**config.mk**
```make
export PLATFORM = sky130hd
export DESIGN_NAME = cc_pattern_driver_flat
export DESIGN_NICKNAME = d
export VERILOG_FILES = /design/src/rtl/cc_pkg.sv /design/src/rtl/cc_pattern_driver_if.sv /design/src/rtl/cc_monitor.sv /design/src/rtl/cc_pattern_driver.sv /design/src/flat_wrapper.sv
export SDC_FILE = /design/constraint.sdc
export NUM_CORES = 1
export LEC_CHECK = 0
export ABC_AREA = 1
export CORE_UTILIZATION = 37
export CTS_BUF_LIST = sky130_fd_sc_hd__clkbuf_4 sky130_fd_sc_hd__clkbuf_8
export DETAILED_ROUTE_END_ITERATION = 6
export DONT_BUFFER_PORTS = 1
export SETUP_SLACK_MARGIN = 0.1
export SKIP_LAST_GASP = 1
export SYNTH_ARGS = -nofsm -noshare
export SYNTH_HDL_FRONTEND = slang
export SYNTH_SLANG_ARGS = --single-unit
```
**constraint.sdc**
```tcl
create_clock -name clk -period 4.45 [get_ports clk]
set_input_delay 0.445 -clock clk [delete_from_list [all_inputs] [get_ports clk]]
set_output_delay 0.445 -clock clk [all_outputs]
set_load 0.1 [all_outputs]
```
**src/rtl/cc_pkg.sv**
```systemverilog
// Shared constants for the CC pattern driver: pattern layout, phase lengths,
// response timeout and the sequencer state encoding.
package cc_pkg;

  localparam int PAT_W    = 223;
  localparam int SCORE_W  = 7;
  localparam int CNT_W    = 10;

  // MSB of each packed field; every field is stored MSB-first
  localparam int COLOR_HI = 222;
  localparam int SROW_HI  = 114;
  localparam int SCOL_HI  = 102;
  localparam int STYPE_HI = 90;
  localparam int AROW_HI  = 86;
  localparam int ACOL_HI  = 56;
  localparam int ACT_HI   = 26;
  localparam int SCORE_HI = 6;

  localparam int N_COLOR  = 36;
  localparam int N_STRIPE = 4;
  localparam int N_GAP    = 2;
  localparam int N_ACTION = 10;
  localparam int TIMEOUT  = 500;

  typedef enum logic [2:0] {
    IDLE  = 3'd0,
    SEND1 = 3'd1,
    GAP   = 3'd2,
    SEND2 = 3'd3,
    WAIT  = 3'd4
  } state_t;

  // MSB position of element idx of a field that starts at bit hi with the given stride
  function automatic logic [7:0] field_msb(input int hi, input int step, input logic [5:0] idx);
    return 8'(hi - step * int'(idx));
  endfunction

endpackage

```
**src/rtl/cc_pattern_driver_if.sv**
```systemverilog
// Link between the pattern driver and the CC game block.
// Handshake: each in_* data field is qualified by its valid (in_valid_1 for
// colour/stripe, in_valid_2 for action) and is forced to 0 when that valid is
// low; there is no ready. out_score is qualified by out_valid, must be 0 otherwise.
interface cc_pattern_driver_if;
  logic       in_valid_1;
  logic       in_valid_2;
  logic [2:0] in_color;
  logic [5:0] in_starting_pos;
  logic       in_stripe;
  logic [1:0] in_action;
  logic       out_valid;
  logic [6:0] out_score;

  modport master (
    output in_valid_1, in_valid_2, in_color, in_starting_pos, in_stripe, in_action,
    input  out_valid, out_score
  );

  modport slave (
    input  in_valid_1, in_valid_2, in_color, in_starting_pos, in_stripe, in_action,
    output out_valid, out_score
  );
endinterface

```
**src/rtl/cc_monitor.sv**
```systemverilog
// Sticky protocol checks on the game block's response channel.
module cc_monitor
  import cc_pkg::*;
(
  input  logic               clk,
  input  logic               rst_n,
  input  logic               out_valid,
  input  logic [SCORE_W-1:0] out_score,
  input  logic [SCORE_W-1:0] exp_score,
  input  logic               busy,
  input  logic               in_wait,
  output logic               flag_reset,
  output logic               flag_valid,
  output logic               flag_score,
  output logic               flag_leak
);

  logic first_q;
  logic prev_valid_q;

  // first_q is high only for the first clock after reset release
  always_ff @(posedge clk or negedge rst_n) begin
    if (!rst_n) begin
      first_q      <= 1'b1;
      prev_valid_q <= 1'b0;
      flag_reset   <= 1'b0;
      flag_valid   <= 1'b0;
      flag_score   <= 1'b0;
      flag_leak    <= 1'b0;
    end else begin
      first_q      <= 1'b0;
      prev_valid_q <= out_valid;
      if (first_q && (out_valid || out_score != '0))
        flag_reset <= 1'b1;
      if (out_valid && (prev_valid_q || !in_wait))
        flag_valid <= 1'b1;
      if (out_valid && out_score != exp_score)
        flag_score <= 1'b1;
      if (busy && !out_valid && out_score != '0)
        flag_leak  <= 1'b1;
    end
  end

endmodule

```
**src/rtl/cc_pattern_driver.sv**
```systemverilog
// Serialises one 223-bit pattern into the CC game block, waits for its score
// and reports pass/fail; protocol violations are collected by cc_monitor.
module cc_pattern_driver
  import cc_pkg::*;
(
  input  logic                clk,
  input  logic                rst_n,
  input  logic                start,
  input  logic [PAT_W-1:0]    pat_data,
  cc_pattern_driver_if.master cc,
  output logic                busy,
  output logic                done,
  output logic                pass,
  output logic [4:0]          fail_flags,
  output logic [CNT_W-1:0]    pass_count,
  output state_t              dbg_state
);

  state_t             state_q, state_n;
  logic [5:0]         cyc_q, cyc_n;
  logic [CNT_W-1:0]   wcnt_q, wcnt_n;
  logic [CNT_W-1:0]   cnt_q, cnt_n;
  logic [PAT_W-1:0]   pat_q, pat_n;
  logic               done_n, pass_n;
  logic               timeout_q, timeout_n;
  logic               armed_q;
  logic               score_match;

  logic               v1, v2, stripe;
  logic [2:0]         color;
  logic [5:0]         pos;
  logic [1:0]         action;

  logic mon_reset, mon_valid, mon_score, mon_leak;

  assign score_match = (cc.out_score == pat_q[SCORE_HI:0]);

  always_comb begin
    state_n   = state_q;
    cyc_n     = cyc_q;
    wcnt_n    = wcnt_q;
    cnt_n     = cnt_q;
    pat_n     = pat_q;
    done_n    = 1'b0;
    pass_n    = 1'b0;
    timeout_n = timeout_q;
    v1        = 1'b0;
    v2        = 1'b0;
    color     = '0;
    pos       = '0;
    stripe    = 1'b0;
    action    = '0;
    case (state_q)
      IDLE: begin
        // armed_q blocks a start sampled on the first edge after reset release
        if (start && armed_q) begin
          pat_n   = pat_data;
          cyc_n   = '0;
          state_n = SEND1;
        end
      end
      SEND1: begin
        v1    = 1'b1;
        color = pat_q[field_msb(COLOR_HI, 3, cyc_q) -: 3];
        if (cyc_q < 6'(N_STRIPE)) begin
          pos    = {pat_q[field_msb(SROW_HI, 3, cyc_q) -: 3],
                    pat_q[field_msb(SCOL_HI, 3, cyc_q) -: 3]};
          stripe = pat_q[field_msb(STYPE_HI, 1, cyc_q)];
        end
        if (cyc_q == 6'(N_COLOR - 1)) begin
          cyc_n   = '0;
          state_n = GAP;
        end else begin
          cyc_n = cyc_q + 6'd1;
        end
      end
      GAP: begin
        if (cyc_q == 6'(N_GAP - 1)) begin
          cyc_n   = '0;
          state_n = SEND2;
        end else begin
          cyc_n = cyc_q + 6'd1;
        end
      end
      SEND2: begin
        v2     = 1'b1;
        pos    = {pat_q[field_msb(AROW_HI, 3, cyc_q) -: 3],
                  pat_q[field_msb(ACOL_HI, 3, cyc_q) -: 3]};
        action = pat_q[field_msb(ACT_HI, 2, cyc_q) -: 2];
        if (cyc_q == 6'(N_ACTION - 1)) begin
          cyc_n   = '0;
          wcnt_n  = '0;
          state_n = WAIT;
        end else begin
          cyc_n = cyc_q + 6'd1;
        end
      end
      WAIT: begin
        if (cc.out_valid) begin
          done_n  = 1'b1;
          pass_n  = score_match;
          if (score_match && cnt_q != {CNT_W{1'b1}})
            cnt_n = cnt_q + 1'b1;
          state_n = IDLE;
        end else if (wcnt_q == CNT_W'(TIMEOUT - 1)) begin
          // this silent cycle is the 500th one spent waiting
          done_n    = 1'b1;
          timeout_n = 1'b1;
          state_n   = IDLE;
        end else begin
          wcnt_n = wcnt_q + 1'b1;
        end
      end
      default: state_n = IDLE;
    endcase
  end

  always_ff @(posedge clk or negedge rst_n) begin
    if (!rst_n) begin
      state_q   <= IDLE;
      cyc_q     <= '0;
      wcnt_q    <= '0;
      cnt_q     <= '0;
      pat_q     <= '0;
      done      <= 1'b0;
      pass      <= 1'b0;
      timeout_q <= 1'b0;
      armed_q   <= 1'b0;
    end else begin
      state_q   <= state_n;
      cyc_q     <= cyc_n;
      wcnt_q    <= wcnt_n;
      cnt_q     <= cnt_n;
      pat_q     <= pat_n;
      done      <= done_n;
      pass      <= pass_n;
      timeout_q <= timeout_n;
      armed_q   <= 1'b1;
    end
  end

  cc_monitor u_monitor (
    .clk        (clk),
    .rst_n      (rst_n),
    .out_valid  (cc.out_valid),
    .out_score  (cc.out_score),
    .exp_score  (pat_q[SCORE_HI:0]),
    .busy       (busy),
    .in_wait    (state_q == WAIT),
    .flag_reset (mon_reset),
    .flag_valid (mon_valid),
    .flag_score (mon_score),
    .flag_leak  (mon_leak)
  );

  assign cc.in_valid_1      = v1;
  assign cc.in_valid_2      = v2;
  assign cc.in_color        = color;
  assign cc.in_starting_pos = pos;
  assign cc.in_stripe       = stripe;
  assign cc.in_action       = action;

  assign busy       = (state_q != IDLE);
  assign fail_flags = {mon_leak, mon_score, timeout_q, mon_valid, mon_reset};
  assign pass_count = cnt_q;
  assign dbg_state  = state_q;

endmodule

```
**src/flat_wrapper.sv**
```systemverilog
// flat-port wrapper written by rule: the top's interface ports become plain ports
module cc_pattern_driver_flat import cc_pkg::*;
  (clk, rst_n, start, pat_data, busy, done, pass, fail_flags, pass_count, dbg_state, cc_in_valid_1, cc_in_valid_2, cc_in_color, cc_in_starting_pos, cc_in_stripe, cc_in_action, cc_out_valid, cc_out_score);
  cc_pattern_driver_if cc_i ();
  input  logic clk;
  input  logic rst_n;
  input  logic start;
  input  logic [PAT_W-1:0] pat_data;
  output logic busy;
  output logic done;
  output logic pass;
  output logic [4:0] fail_flags;
  output logic [CNT_W-1:0] pass_count;
  output state_t dbg_state;
  output wire logic [$bits(cc_i.in_valid_1)-1:0] cc_in_valid_1;
  output wire logic [$bits(cc_i.in_valid_2)-1:0] cc_in_valid_2;
  output wire logic [$bits(cc_i.in_color)-1:0] cc_in_color;
  output wire logic [$bits(cc_i.in_starting_pos)-1:0] cc_in_starting_pos;
  output wire logic [$bits(cc_i.in_stripe)-1:0] cc_in_stripe;
  output wire logic [$bits(cc_i.in_action)-1:0] cc_in_action;
  input wire logic [$bits(cc_i.out_valid)-1:0] cc_out_valid;
  input wire logic [$bits(cc_i.out_score)-1:0] cc_out_score;
  assign cc_in_valid_1 = cc_i.in_valid_1;
  assign cc_in_valid_2 = cc_i.in_valid_2;
  assign cc_in_color = cc_i.in_color;
  assign cc_in_starting_pos = cc_i.in_starting_pos;
  assign cc_in_stripe = cc_i.in_stripe;
  assign cc_in_action = cc_i.in_action;
  assign cc_i.out_valid = cc_out_valid;
  assign cc_i.out_score = cc_out_score;
  cc_pattern_driver u_core (.clk(clk), .rst_n(rst_n), .start(start), .pat_data(pat_data), .cc(cc_i), .busy(busy), .done(done), .pass(pass), .fail_flags(fail_flags), .pass_count(pass_count), .dbg_state(dbg_state));
endmodule
```
==> results.cfg <==
[place]
place.gp.congestion = 1.08
dp_hpwl_um = 90500
port_buffers = 0
dpl.cell_count = 5071

[timing]
tns_ns = 0
maxSlewHeadroom = 0.304
post-route-period-util = 0.983
hold_ws_ns = -0.492
rsz0062_at_grt = true
max_freq_ghz = 0.229
report.final.slew_viol_count = 0
hold_viol = 261
fin_crit_ns = 4.37
fin_worst_skew_ns = 0.0318
finalSetupViolCount = 0
worst_pin_slew_ns = 1.04

[synthesis]
syn-mean-instance-area_um2 = 6.02
synthCells = 4301
synth-main-ff-cell = dfrtp_1
synth_edf_count = 0
syn-cell-area_um2 = 25900
yosysTopAreaCell = dfrtp_1
async_flop_share = 1.00
ys_seq_area_frac = 0.253
synth_nets = 4563
synth_cell_types = 50
ys_warn_count = 0
synth_seq_cells = 262
synth_top_area_frac = 0.252
synthTopCellsByArea = dfrtp_1 25%, nand3_1 24%, nand2_1 19%

[critical_path]
crit_path_cell_trace = ha_4 > inv_4 > fa_2 > inv_4 > nand2_4 > inv_4 > nor2_4 > buf_4 > buf_12 > buf_6 > nand3_1 > nand3_1 > nand3_1 > nand3_2 > nand3_1 > nand3_1 > nand3_2 > nand2_4 > buf_12
worstPathArrival_ns = 3.93
critPathMaxFanout = 13
worst-r2r-setup-slack_ns = 1.27
crit_path_frequent_cell = nand3_1
required_ns = 4.01
path_class = register to output port
cp_top_family = simple AND/OR/NAND/NOR gates
worst-path-buf-inv = 7
startpoint_type = register
cp_slowest_cell = fa_2
rr_worst_depth = 13
end_kind = output port
max_stage_delay_ns = 0.62
cp.depth = 19

[routing]
viasPerCell = 6.05
finalWirelength_um = 131000
dr.pass1.iters = 7
route.vias.total = 32900
wl_per_cell_um = 24.1
drc = 0
first_iter_violations = 4805
ant_nets = 0

[outcome]
outcome = finished, violations left
failed_checks = negative hold slack

[clock_tree]
clk_latency_ns = 0.66
ctsHoldBuffers = 219
h-tree-depth = 2
cts_buffer_depth = 3
cts_buffers = 46
cts.sinks = 262
clk_pin_slew_ns = 0.08
root_buffer = clkbuf_8
cts_tree = built

[floorplan]
row_count = 96
die_w_um = 266
die_h_um = 266
start_util = 0.375
core_area_um2 = 68900
die-area_um2 = 71000
ios = 269

[run]
cap_violations = 0

[layout]
drive_above_1_share = 0.128
final_nets = 4741
final_cells = 5443
syn2layout_area_growth_pct = 26.0

[global_route]
antenna_found_initial = 3
grt_util_all_layers = 0.354
grt_max_degree = 263
first_global_vias = 29800
grt_pass1_wl_um = 190000
grt_overflow = 0

[hold_path]
hp-class = input pin to asynchronous set/reset pin
synthesized netlist by cell type (all sizes together) (2+ instances only):
master and number:
nor4 3, nor3 10, nand3b 2, buf 228, conb 2, and2 18
o21bai 4, nand3 1252, mux2 89, o221ai 4, o21a 4, ha 27
nand4 14, xnor2 16, clkbuf 72, o22ai 14, a211oi 2, a21oi 166
or2 12, o21ai 171, nor2 261, dfrtp 261, a31oi 7, inv 234
nor3b 2, nand2 1333, o211ai 66, clkinv 2, xor2 20
registers in the layout, indices dropped and copies added, names as in the netlist:
register	flops
u_core.armed_q	1
u_core.cyc_q	6
u_core.dbg_state	3
u_core.done	1
u_core.pass	1
u_core.pass_count	10
u_core.pat_q	223
u_core.timeout_q	1
u_core.u_monitor.first_q	1
u_core.u_monitor.flag_leak	1
u_core.u_monitor.flag_reset	1
u_core.u_monitor.flag_score	1
u_core.u_monitor.flag_valid	1
u_core.u_monitor.prev_valid_q	1
u_core.wcnt_q	10
kinds of logic after synthesis:
family / Yosys count / share of synthesized area
AND/OR/NAND/NOR: 2908 / 0.491
other: 2 / 0.000290
multiplexers: 89 / 0.0387
adder cells (fa/ha/maj): 28 / 0.0138
AO/OA/AOI/OAI: 440 / 0.0946
XOR/XNOR: 36 / 0.0136
flip-flops: 262 / 0.253
buffers and inverters: 536 / 0.0941
cell type report:
| cell class | instances | area (µm²) |
|---|---|---|
| antenna | 2 | 5.00 |
| clock buffer | 68 | 842 |
| clock inverter | 11 | 82.6 |
| fill | 7047 | 36300 |
| inverter | 236 | 920 |
| multi-input combinational | 3508 | 17800 |
| sequential | 262 | 6560 |
| tap | 931 | 1160 |
| timing repair buffer | 425 | 5260 |
path summary, 6_finish.rpt:
kind	from	end
worst max-delay path	u_core.cyc_q[0]$_DFFE_PN0P_	cc_in_starting_pos[4]
worst min-delay path	rst_n	u_core.pat_q[153]$_DFFE_PN0P_
worst max register to register	u_core.dbg_state[1]$_DFFE_PN0P_	u_core.wcnt_q[6]$_DFFE_PN0P_
worst min register to register	u_core.wcnt_q[0]$_DFFE_PN0P_	u_core.wcnt_q[0]$_DFFE_PN0P_
max in group asynchronous	rst_n	u_core.cyc_q[0]$_DFFE_PN0P_
min in group clk	pat_data[130]	u_core.pat_q[130]$_DFFE_PN0P_
metal layers:
metal,part of all wire,GRT usage,vias up
met1,0.40,0.485,15300
met3,0.12,0.0749,455
met2,0.41,0.513,2310
met4,0.067,0.200,6
li1,-,-,14800
met5,0.00034,0,-
through the flow:
| stage | setup WS (ns) | hold slack (ns) | instance area [µm²] | util |
|---|---|---|---|---|
| 6_report | 0.0778 | -0.492 | 32600 | 0.473 |
| 3_3_place_gp | 0.416 | 0.156 | 27300 | 0.396 |
| 5_1_grt | 0.0303 | -0.523 | 32600 | 0.473 |
| 4_1_cts | 0.0749 | -0.548 | 31700 | 0.459 |
| 2_1_floorplan | 0.125 | 0.149 | 25900 | - |
| 3_5_place_dp | 0.403 | 0.155 | 27300 | 0.396 |
worst register-to-register path: cells and delay by family, from the launching register on:
family	cells	cell delay, ns
DFF	1	0.38
AOI/OAI and AO/OA	1	0.15
and+or+nand+nor	9	1.87
buffers and inverters	3	0.66
placed cells by master (no fill, tap or decap), types with 66 or more instances in the layout:
master            n
a21oi_1         159
nand3_1        1173
nor2_1          244
nand2_1        1296
buf_4            95
o21ai_0         146
mux2_2           89
inv_1           213
dfrtp_1         258
o211ai_1         66
nand3_2          76
dlygate4sd3_1   219
what timing repair did:
item | 4_1_cts | 5_1_grt
setup endpoints to repair | 11 | 11
setup buffers | 21 | 17
gates cloned | 21 | 13
gates resized for setup | 113 | 99
hold endpoints to repair | 482 | 262
pin swaps | 20 | 27
Power is not shown: default switching activity piles up to over one toggle a cycle in this logic, so the estimate is an artifact.
